<file path="src/rtl/rat_io_bus_if.sv">
// rat_io_bus_if: RAT MCU port bus.
//   PORT_ID  [7:0]  port address driven by the MCU
//   OUT_PORT [7:0]  write data driven by the MCU
//   IO_STRB         write strobe driven by the MCU
//   IN_PORT  [7:0]  read data returned by the peripheral (combinational on PORT_ID)
//   INT_CU          level interrupt request returned by the peripheral (registered)
// Handshake: there is no ready/valid pair. A write is accepted on every rising
// CLK edge where IO_STRB=1; reads are always valid and need no strobe.
interface rat_io_bus_if;
  logic [7:0] PORT_ID;
  logic [7:0] OUT_PORT;
  logic       IO_STRB;
  logic [7:0] IN_PORT;
  logic       INT_CU;

  modport master (
    output PORT_ID,
    output OUT_PORT,
    output IO_STRB,
    input  IN_PORT,
    input  INT_CU
  );

  modport slave (
    input  PORT_ID,
    input  OUT_PORT,
    input  IO_STRB,
    output IN_PORT,
    output INT_CU
  );
endinterface

</file>
<file path="src/rtl/rat_io_bus.sv">
// rat_io_bus: peripheral-side responder for the RAT MCU port bus.
// Decodes port writes into LED / seven-segment / timer / interrupt registers,
// returns synchronized board inputs and status on reads, runs a 16-bit reload
// timer, detects button rising edges, and raises a maskable level interrupt.
// Ports:
//   CLK        system clock, all state on the rising edge
//   RESET_N    synchronous active-low reset
//   bus        rat_io_bus_if.slave (PORT_ID, OUT_PORT, IO_STRB, IN_PORT, INT_CU)
//   SWITCHES   [15:0] asynchronous board switches
//   BUTTONS    [3:0]  asynchronous board buttons
//   LEDS       [15:0] board LEDs
//   SSEG_DATA  [7:0]  byte to the seven-segment driver
module rat_io_bus #(
  parameter int unsigned PRESCALE = 100  // CLK cycles per timer tick, 1..65535
) (
  input  logic          CLK,
  input  logic          RESET_N,
  rat_io_bus_if.slave   bus,
  input  logic [15:0]   SWITCHES,
  input  logic [3:0]    BUTTONS,
  output logic [15:0]   LEDS,
  output logic [7:0]    SSEG_DATA
);

  localparam logic [15:0] PRESCALE_MAX = 16'(PRESCALE - 1);

  // Register state
  logic [15:0] sw_s1_q, sw_s1_d, sw_s2_q, sw_s2_d;
  logic [3:0]  btn_s1_q, btn_s1_d, btn_s2_q, btn_s2_d;
  logic [3:0]  btn_prev_q, btn_prev_d;
  logic [3:0]  btn_edge_q, btn_edge_d;
  logic [1:0]  irq_status_q, irq_status_d;
  logic [1:0]  irq_mask_q, irq_mask_d;
  logic [15:0] leds_q, leds_d;
  logic [7:0]  sseg_q, sseg_d;
  logic [15:0] tmr_reload_q, tmr_reload_d;
  logic        tmr_en_q, tmr_en_d;
  logic [15:0] tmr_cnt_q, tmr_cnt_d;
  logic [15:0] presc_q, presc_d;
  logic        int_q, int_d;

  // Combinational helpers
  logic       wr;
  logic [3:0] btn_rise;
  logic [3:0] btn_edge_clr;
  logic [1:0] irq_status_clr;
  logic       tmr_tick;
  logic       tmr_set;
  logic       tmr_start;
  logic [7:0] rd_data;

  always_ff @(posedge CLK) begin
    if (!RESET_N) begin
      sw_s1_q      <= '0;
      sw_s2_q      <= '0;
      btn_s1_q     <= '0;
      btn_s2_q     <= '0;
      btn_prev_q   <= '0;
      btn_edge_q   <= '0;
      irq_status_q <= '0;
      irq_mask_q   <= '0;
      leds_q       <= '0;
      sseg_q       <= '0;
      tmr_reload_q <= '0;
      tmr_en_q     <= 1'b0;
      tmr_cnt_q    <= '0;
      presc_q      <= '0;
      int_q        <= 1'b0;
    end else begin
      sw_s1_q      <= sw_s1_d;
      sw_s2_q      <= sw_s2_d;
      btn_s1_q     <= btn_s1_d;
      btn_s2_q     <= btn_s2_d;
      btn_prev_q   <= btn_prev_d;
      btn_edge_q   <= btn_edge_d;
      irq_status_q <= irq_status_d;
      irq_mask_q   <= irq_mask_d;
      leds_q       <= leds_d;
      sseg_q       <= sseg_d;
      tmr_reload_q <= tmr_reload_d;
      tmr_en_q     <= tmr_en_d;
      tmr_cnt_q    <= tmr_cnt_d;
      presc_q      <= presc_d;
      int_q        <= int_d;
    end
  end

  always_comb begin
    // Defaults: hold
    irq_mask_d     = irq_mask_q;
    leds_d         = leds_q;
    sseg_d         = sseg_q;
    tmr_reload_d   = tmr_reload_q;
    tmr_en_d       = tmr_en_q;
    tmr_cnt_d      = tmr_cnt_q;
    presc_d        = presc_q;
    btn_edge_clr   = '0;
    irq_status_clr = '0;
    tmr_tick       = 1'b0;
    tmr_set        = 1'b0;
    tmr_start      = 1'b0;

    // Two-flop synchronizers; btn_prev adds one more stage for edge detection
    sw_s1_d    = SWITCHES;
    sw_s2_d    = sw_s1_q;
    btn_s1_d   = BUTTONS;
    btn_s2_d   = btn_s1_q;
    btn_prev_d = btn_s2_q;
    btn_rise   = btn_s2_q & ~btn_prev_q;

    wr = bus.IO_STRB;

    if (wr) begin
      case (bus.PORT_ID)
        8'h25: btn_edge_clr   = bus.OUT_PORT[3:0];
        8'h30: irq_status_clr = bus.OUT_PORT[1:0];
        8'h31: irq_mask_d     = bus.OUT_PORT[1:0];
        8'h40: leds_d[7:0]    = bus.OUT_PORT;
        8'h41: leds_d[15:8]   = bus.OUT_PORT;
        8'h50: tmr_reload_d[7:0]  = bus.OUT_PORT;
        8'h51: tmr_reload_d[15:8] = bus.OUT_PORT;
        8'h52: begin
          tmr_en_d  = bus.OUT_PORT[0];
          tmr_start = bus.OUT_PORT[0] & ~tmr_en_q;
        end
        8'h81: sseg_d = bus.OUT_PORT;
        default: ;
      endcase
    end

    // Timer: a 0->1 enable write restarts the count; otherwise count only
    // while enabled. Reload always uses the currently stored reload value, so
    // a reload write on the same edge takes effect at the following reload.
    if (tmr_start) begin
      tmr_cnt_d = tmr_reload_q;
      presc_d   = '0;
    end else if (tmr_en_q) begin
      if (presc_q == PRESCALE_MAX) begin
        presc_d  = '0;
        tmr_tick = 1'b1;
      end else begin
        presc_d = presc_q + 16'd1;
      end
      if (tmr_tick) begin
        if (tmr_cnt_q == 16'd0) begin
          tmr_cnt_d = tmr_reload_q;
          tmr_set   = 1'b1;
        end else begin
          tmr_cnt_d = tmr_cnt_q - 16'd1;
        end
      end
    end

    // Hardware set is applied after the W1C so a same-edge collision keeps the bit
    btn_edge_d   = (btn_edge_q & ~btn_edge_clr) | btn_rise;
    irq_status_d = (irq_status_q & ~irq_status_clr) | {(|btn_rise), tmr_set};

    // Interrupt registered from current status, so it lags status by one cycle
    int_d = |(irq_status_q & irq_mask_q);
  end

  always_comb begin
    rd_data = 8'h00;
    case (bus.PORT_ID)
      8'h20: rd_data = sw_s2_q[7:0];
      8'h21: rd_data = sw_s2_q[15:8];
      8'h24: rd_data = {4'h0, btn_s2_q};
      8'h25: rd_data = {4'h0, btn_edge_q};
      8'h30: rd_data = {6'h00, irq_status_q};
      8'h31: rd_data = {6'h00, irq_mask_q};
      8'h40: rd_data = leds_q[7:0];
      8'h41: rd_data = leds_q[15:8];
      8'h50: rd_data = tmr_reload_q[7:0];
      8'h51: rd_data = tmr_reload_q[15:8];
      8'h52: rd_data = {7'h00, tmr_en_q};
      8'h81: rd_data = sseg_q;
      default: rd_data = 8'h00;
    endcase
  end

  assign bus.IN_PORT = rd_data;
  assign bus.INT_CU  = int_q;
  assign LEDS        = leds_q;
  assign SSEG_DATA   = sseg_q;

endmodule

</file>
<file path="src/flat_wrapper.sv">
// flat-port wrapper written by rule: the top's interface ports become plain ports
module rat_io_bus_flat 
#(
  parameter int unsigned PRESCALE = 100                                        
)
  (CLK, RESET_N, SWITCHES, BUTTONS, LEDS, SSEG_DATA, bus_PORT_ID, bus_OUT_PORT, bus_IO_STRB, bus_IN_PORT, bus_INT_CU);
  rat_io_bus_if bus_i ();
  input  logic CLK;
  input  logic RESET_N;
  input  logic [15:0] SWITCHES;
  input  logic [3:0] BUTTONS;
  output logic [15:0] LEDS;
  output logic [7:0] SSEG_DATA;
  input wire logic [$bits(bus_i.PORT_ID)-1:0] bus_PORT_ID;
  input wire logic [$bits(bus_i.OUT_PORT)-1:0] bus_OUT_PORT;
  input wire logic [$bits(bus_i.IO_STRB)-1:0] bus_IO_STRB;
  output wire logic [$bits(bus_i.IN_PORT)-1:0] bus_IN_PORT;
  output wire logic [$bits(bus_i.INT_CU)-1:0] bus_INT_CU;
  assign bus_i.PORT_ID = bus_PORT_ID;
  assign bus_i.OUT_PORT = bus_OUT_PORT;
  assign bus_i.IO_STRB = bus_IO_STRB;
  assign bus_IN_PORT = bus_i.IN_PORT;
  assign bus_INT_CU = bus_i.INT_CU;
  rat_io_bus #(.PRESCALE(PRESCALE)) u_core (.CLK(CLK), .RESET_N(RESET_N), .bus(bus_i), .SWITCHES(SWITCHES), .BUTTONS(BUTTONS), .LEDS(LEDS), .SSEG_DATA(SSEG_DATA));
endmodule
</file>
<file path="config.mk">
export PLATFORM = sky130hd
export DESIGN_NAME = rat_io_bus_flat
export DESIGN_NICKNAME = d
export VERILOG_FILES = /design/src/rtl/rat_io_bus_if.sv /design/src/rtl/rat_io_bus.sv /design/src/flat_wrapper.sv
export SDC_FILE = /design/constraint.sdc
export NUM_CORES = 1
export LEC_CHECK = 0
export BUFFER_PORTS_ARGS = -buffer_cell sky130_fd_sc_hd__buf_2
export CAP_MARGIN = 15
export CELL_PAD_IN_SITES_DETAIL_PLACEMENT = 1
export CELL_PAD_IN_SITES_GLOBAL_PLACEMENT = 1
export CORE_MARGIN = 8
export CORE_UTILIZATION = 40
export CTS_BUF_LIST = sky130_fd_sc_hd__clkbuf_8
export DETAILED_ROUTE_END_ITERATION = 12
export PLACE_DENSITY_LB_ADDON = 0.1
export SLEW_MARGIN = 20
export SYNTH_ARGS = -nofsm -noshare
export SYNTH_HDL_FRONTEND = slang
export SYNTH_SLANG_ARGS = --single-unit
</file>
<file path="constraint.sdc">
create_clock -name CLK -period 3.6 [get_ports CLK]
set_input_delay 0.9 -clock CLK [delete_from_list [all_inputs] [get_ports CLK]]
set_output_delay 0.9 -clock CLK [all_outputs]
set_load 0.05 [all_outputs]
</file>
======== Word level (Yosys, flattened, before mapping) ========
Cells that the tools add are included.
storage, ports and cells
  word-level logic and storage cells ...... 77
  input bits .............................. 39
  bits in registers ....................... 126
cells by class
  reduce and logical (&&, ||, !) cells .... 14
  bitwise gates (word level) .............. 12
  eq/ne operators ......................... 13
  mux-type cells .......................... 19
  add/sub/neg operators ................... 2
operators with widths
  operator                                                               count
  8-bit case mux with 12 select lines                                    1
  16-bit two-way mux                                                     5
  8-bit by 6-bit == test with 1-bit output (second input constant)       6
  8-bit by 7-bit == test with 1-bit output (second input constant)       5
  16-bit by 1-bit adder with 16-bit output (second input constant)       1
  16-bit by 7-bit == test with 1-bit output (second input constant)      1
  16-bit logical NOT                                                     1
  2-bit AND reduction                                                    8
  16-bit by 1-bit subtractor with 16-bit output (second input constant)  1
  1-bit two-way mux                                                      9
  4-bit bitwise AND                                                      2
  8-bit == test (second input constant)                                  1
  4-bit two-way mux                                                      2
  4-bit inverter                                                         2
  2-bit bitwise AND                                                      2
  2-bit two-way mux                                                      2
  4-bit bitwise OR                                                       1
  2-bit nonzero test                                                     2
  2-bit OR reduction                                                     2
  4-bit OR reduction                                                     1
  1-bit inverter                                                         2
  2-bit inverter                                                         1
  2-bit bitwise OR                                                       1
  1-bit bitwise AND                                                      1

======== Depth between registers and ports, before layout ========
  depth in word-level cells ............... 9
  gate-level depth with buffers ........... 8
  gate-level depth less buffers ........... 7

======== Worst setup path after synthesis ========
OpenSTA, ideal clock, no wires.
  kind .................................... input to output
  start point ............................. in bus_PORT_ID[0]
  end point ............................... out bus_IN_PORT[1]
  stages .................................. 6
  data arrival time ....................... 2.638 ns
  slack ................................... 0.062 ns
  data required time ...................... 2.700 ns
  path through ............................ buf_6 or4_4 buf_6 nor4_4 a221oi_1 nand4b_1
on the way
  word-level cells in the longest chain between the ends .. 2
  elaborated cells between the ends (all ways) .. 13
  those cells by class .................... eq/ne: 12; mux: 1
ends and longest elaborated chain
  element                                  line                RTL
  start, declared                          flat_wrapper.sv:14  input wire logic [$bits(bus_i.PORT_ID)-1:0] bus_PORT_ID;
  8-bit == test (tied with other cells)    rat_io_bus.sv:164   case (bus.PORT_ID)
  8-bit case mux with 12 select lines (*)  rat_io_bus.sv:164
  end, declared                            flat_wrapper.sv:17  output wire logic [$bits(bus_i.IN_PORT)-1:0] bus_IN_PORT;
Every way passes the cells marked *; elsewhere a longest branch is shown, timed or not.

======== Worst setup path after layout ========
  start point ............................. in bus_PORT_ID[1]
  end point ............................... out bus_IN_PORT[5]
Same word-level chain as after synthesis.

==> impl_metrics.tcl <==
set metrics [dict create \
    worstPathArrival_ns 2.62 \
    layout_common_cells "dfxtp_1, buf_2, nor2_1" \
    crit_path_cell_trace "buf_2, or4b_1, buf_4, nor4_4, buf_6, a22o_1, a211o_1, buf_4" \
    hold_slack_ns 0.438 \
    clock_tree_from_tritoncts "done" \
    finalWeightedCongestion 0.876 \
    fmaxAchievable_mhz 284 \
    viasPerCell 5.43 \
    cts_resized 3 \
    root_buffer "clkbuf_8" \
    yosys_register_bits 126 \
    routed-via-count 4794 \
    final-setup-viol-count 0 \
    globalRoute.totalOverflow 0 \
    place.detailed.hpwl_mm 11.8 \
    synth_warnings 0 \
    combinationalPowerShare 0.049 \
    path_common_cell "buf_4" \
    syn-cell-area_um2 5470 \
    crit_type "input pin to output port" \
    internal-power_mw 2.10 \
    floorplan.core_area_um2 13300 \
    ys_async_sr_fraction 0 \
    ir_drop_worst_case_vdd_mv 0.332 \
    vertical_die_dimension_um 133 \
    ioPinCount 72 \
    post_route_skew_ns 0.0137 \
    cts_max_path_buffers 2 \
    share_seq_of_total_power 0.510 \
    report.final.hold_viol_count 0 \
    drc 0 \
    outcome "finished, final reports clean" \
    start_util 0.412 \
    relSlewSlack 0.490 \
    maximum_number_of_pins_on_one_net_before_global_route_repair 54 \
    ant_nets 0 \
    slew_viol_final 0 \
    p_clk_frac 0.442 \
    total_switching_power_uw 705 \
    firstDrtPassIters 5 \
    finalWorstPathRequiredPeriod_ns 3.52 \
    finish.instance_area_um2 6590 \
    cts-buffers-inserted 17 \
    floorplan.die.width_um 133 \
    globalRouteTotalUtil 0.190 \
    dr.first_iter.drc_count 281 \
    fillCellCount 1575 \
    reg2reg_setup_slack_ns 1.17 \
    cpMaxStageDelayCell "or4b_1" \
    swShare 0.252 \
    post_synth_main_area_contributors "dfxtp_1, mux2i_1, and2_1" \
    first_global_vias 5117 \
    grt_first_pass_wirelength_mm 27.0 \
    total_number_of_placement_rows 42 \
    final_worst_path_period_share 0.978 \
    synth.avg_cell_area_um2 9.13 \
    synth_edf_count 0 \
    cts.sinks 126 \
    dpl_worst_slack_ns -0.0252 \
    antenna_cells 0 \
    leakage_nw 2.83 \
    min-delay-path-class "flip-flop to flip-flop" \
    critPathBufInv 4 \
    insertion_delay_ns 0.45 \
    timing.critical_path.from_type "input pin" \
    dpl-instance-area_um2 6160 \
    final_core_util 0.496 \
    critPathTopFamily "simple AND/OR/NAND/NOR gates" \
    finish.net_count 737 \
    detail_route.wl_per_cell_um 18.4 \
    cts_setup_buffers 0 \
    port_buffers 71 \
    worst_slew_pin_slew_ns 0.762 \
    flow.area_growth_from_synthesis_pct 20.4 \
    number_of_hold_buffers_added_after_cts 0 \
    antenna_found_initial 0 \
    worstPathRequired_ns 2.70 \
    most_common_cell_after_layout_fill_and_taps_aside "dfxtp_1" \
    critical_path.max_stage_delay_ns 0.52 \
    die_area_um2 17700 \
    post_route_cells_drive_above_1_share 0.218 \
    worst_slack_ns 0.0778 \
    synthDistinctLibCells 59 \
    number_of_violations_of_the_max_capacitance_limit 0 \
    cts.reportedPaths.clkPinSlew_ns 0.07 \
    synth_top_area_share 0.461 \
    cts-htree-levels 4 \
    totalWireLength_mm 16.3 \
    netlist_instances 599 \
    worst_setup_path_end_kind "output port" \
    seq_area_frac_synth 0.461 \
    synth.net_count 641 \
    powerDensity_nw_per_um2 425 \
    worst-path-max-fanout 10 \
    synthFlopType "dfxtp_1" \
    yosysTopAreaCell "dfxtp_1" \
]
==> Yosys cell counts, types with 12 or more instances <==
master	n
nor3_1	14
nand3_1	45
mux2i_1	34
and2_1	47
xor2_1	12
nand4_1	13
a22oi_1	15
nand2_1	44
a21oi_1	34
nor2_1	59
clkbuf_1	15
dfxtp_1	126
==> power groups by stage <==
stage	logic, mW	registers (mW)	clock network (mW)
after floorplan	0.0716	1.46	0
after global placement	0.131	1.46	0
after detailed placement	0.135	1.46	0
after CTS	0.136	1.43	1.28
after global routing	0.149	1.43	1.34
final	0.136	1.43	1.24
==> metrics by stage <==
stage	power, mW	TNS (ns)	instances
5_1_grt	2.92	-0.00921	883
3_5_place_dp	1.60	-0.0416	852
4_1_cts	2.84	0	883
2_1_floorplan	1.53	0	599
6_report	2.80	0	883
3_3_place_gp	1.59	0	852
==> path summary, 6_finish.rpt <==
kind,start,end,cells past startpoint
worst max-delay path,bus_PORT_ID[1],bus_IN_PORT[5],8
worst min-delay path,u_core.sw_s1_q[10],u_core.sw_s2_q[10],1
worst max register to register,u_core.tmr_cnt_q[0],u_core.tmr_cnt_q[9],7
worst min register to register,u_core.sw_s1_q[10],u_core.sw_s2_q[10],1
==> cell type report <==
cell class,count,area [µm²],share of cell area
clock buffer,17,234,0.0355
clock inverter,14,159,0.0241
inverter,10,37.5,0.00570
multi-input combinational,435,2780,0.422
sequential,126,2520,0.383
tap,176,220,0.0334
timing repair buffer,105,636,0.0964
==> sequential cells by signal, indices dropped and copies added, names as in the netlist <==
name	cells
u_core.bus.INT_CU	1
u_core.btn_prev_q	4
u_core.sw_s2_q	16
u_core.irq_mask_q	2
u_core.tmr_en_q	1
u_core.btn_prev_d	4
u_core.tmr_reload_q	16
u_core.btn_edge_q	4
u_core.btn_s1_q	4
u_core.tmr_cnt_q	16
u_core.sw_s1_q	16
u_core.SSEG_DATA	8
u_core.irq_status_q	2
u_core.LEDS	16
u_core.presc_q	16
==> routing by layer <==
layer / track usage / up-vias / wire [µm]
met5: 0 / - / 0
met4: 0.0713 / 0 / 254
met3: 0.0511 / 20 / 743
met2: 0.309 / 109 / 7900
met1: 0.234 / 2320 / 7380
li1: - / 2345 / -
==> logic make-up (layout without fill, tap and decap cells) <==
family,after synthesis,in the layout,synth area share
AO/OA/AOI/OAI,103,103,0.125
XOR/XNOR,16,16,0.0256
adder cells (fa/ha/maj),3,3,0.00686
buffers and inverters,38,146,0.0329
flip-flops,126,126,0.461
multiplexers,38,38,0.0704
AND/OR/NAND/NOR,275,275,0.279
Power figures use the tool's default switching activity.
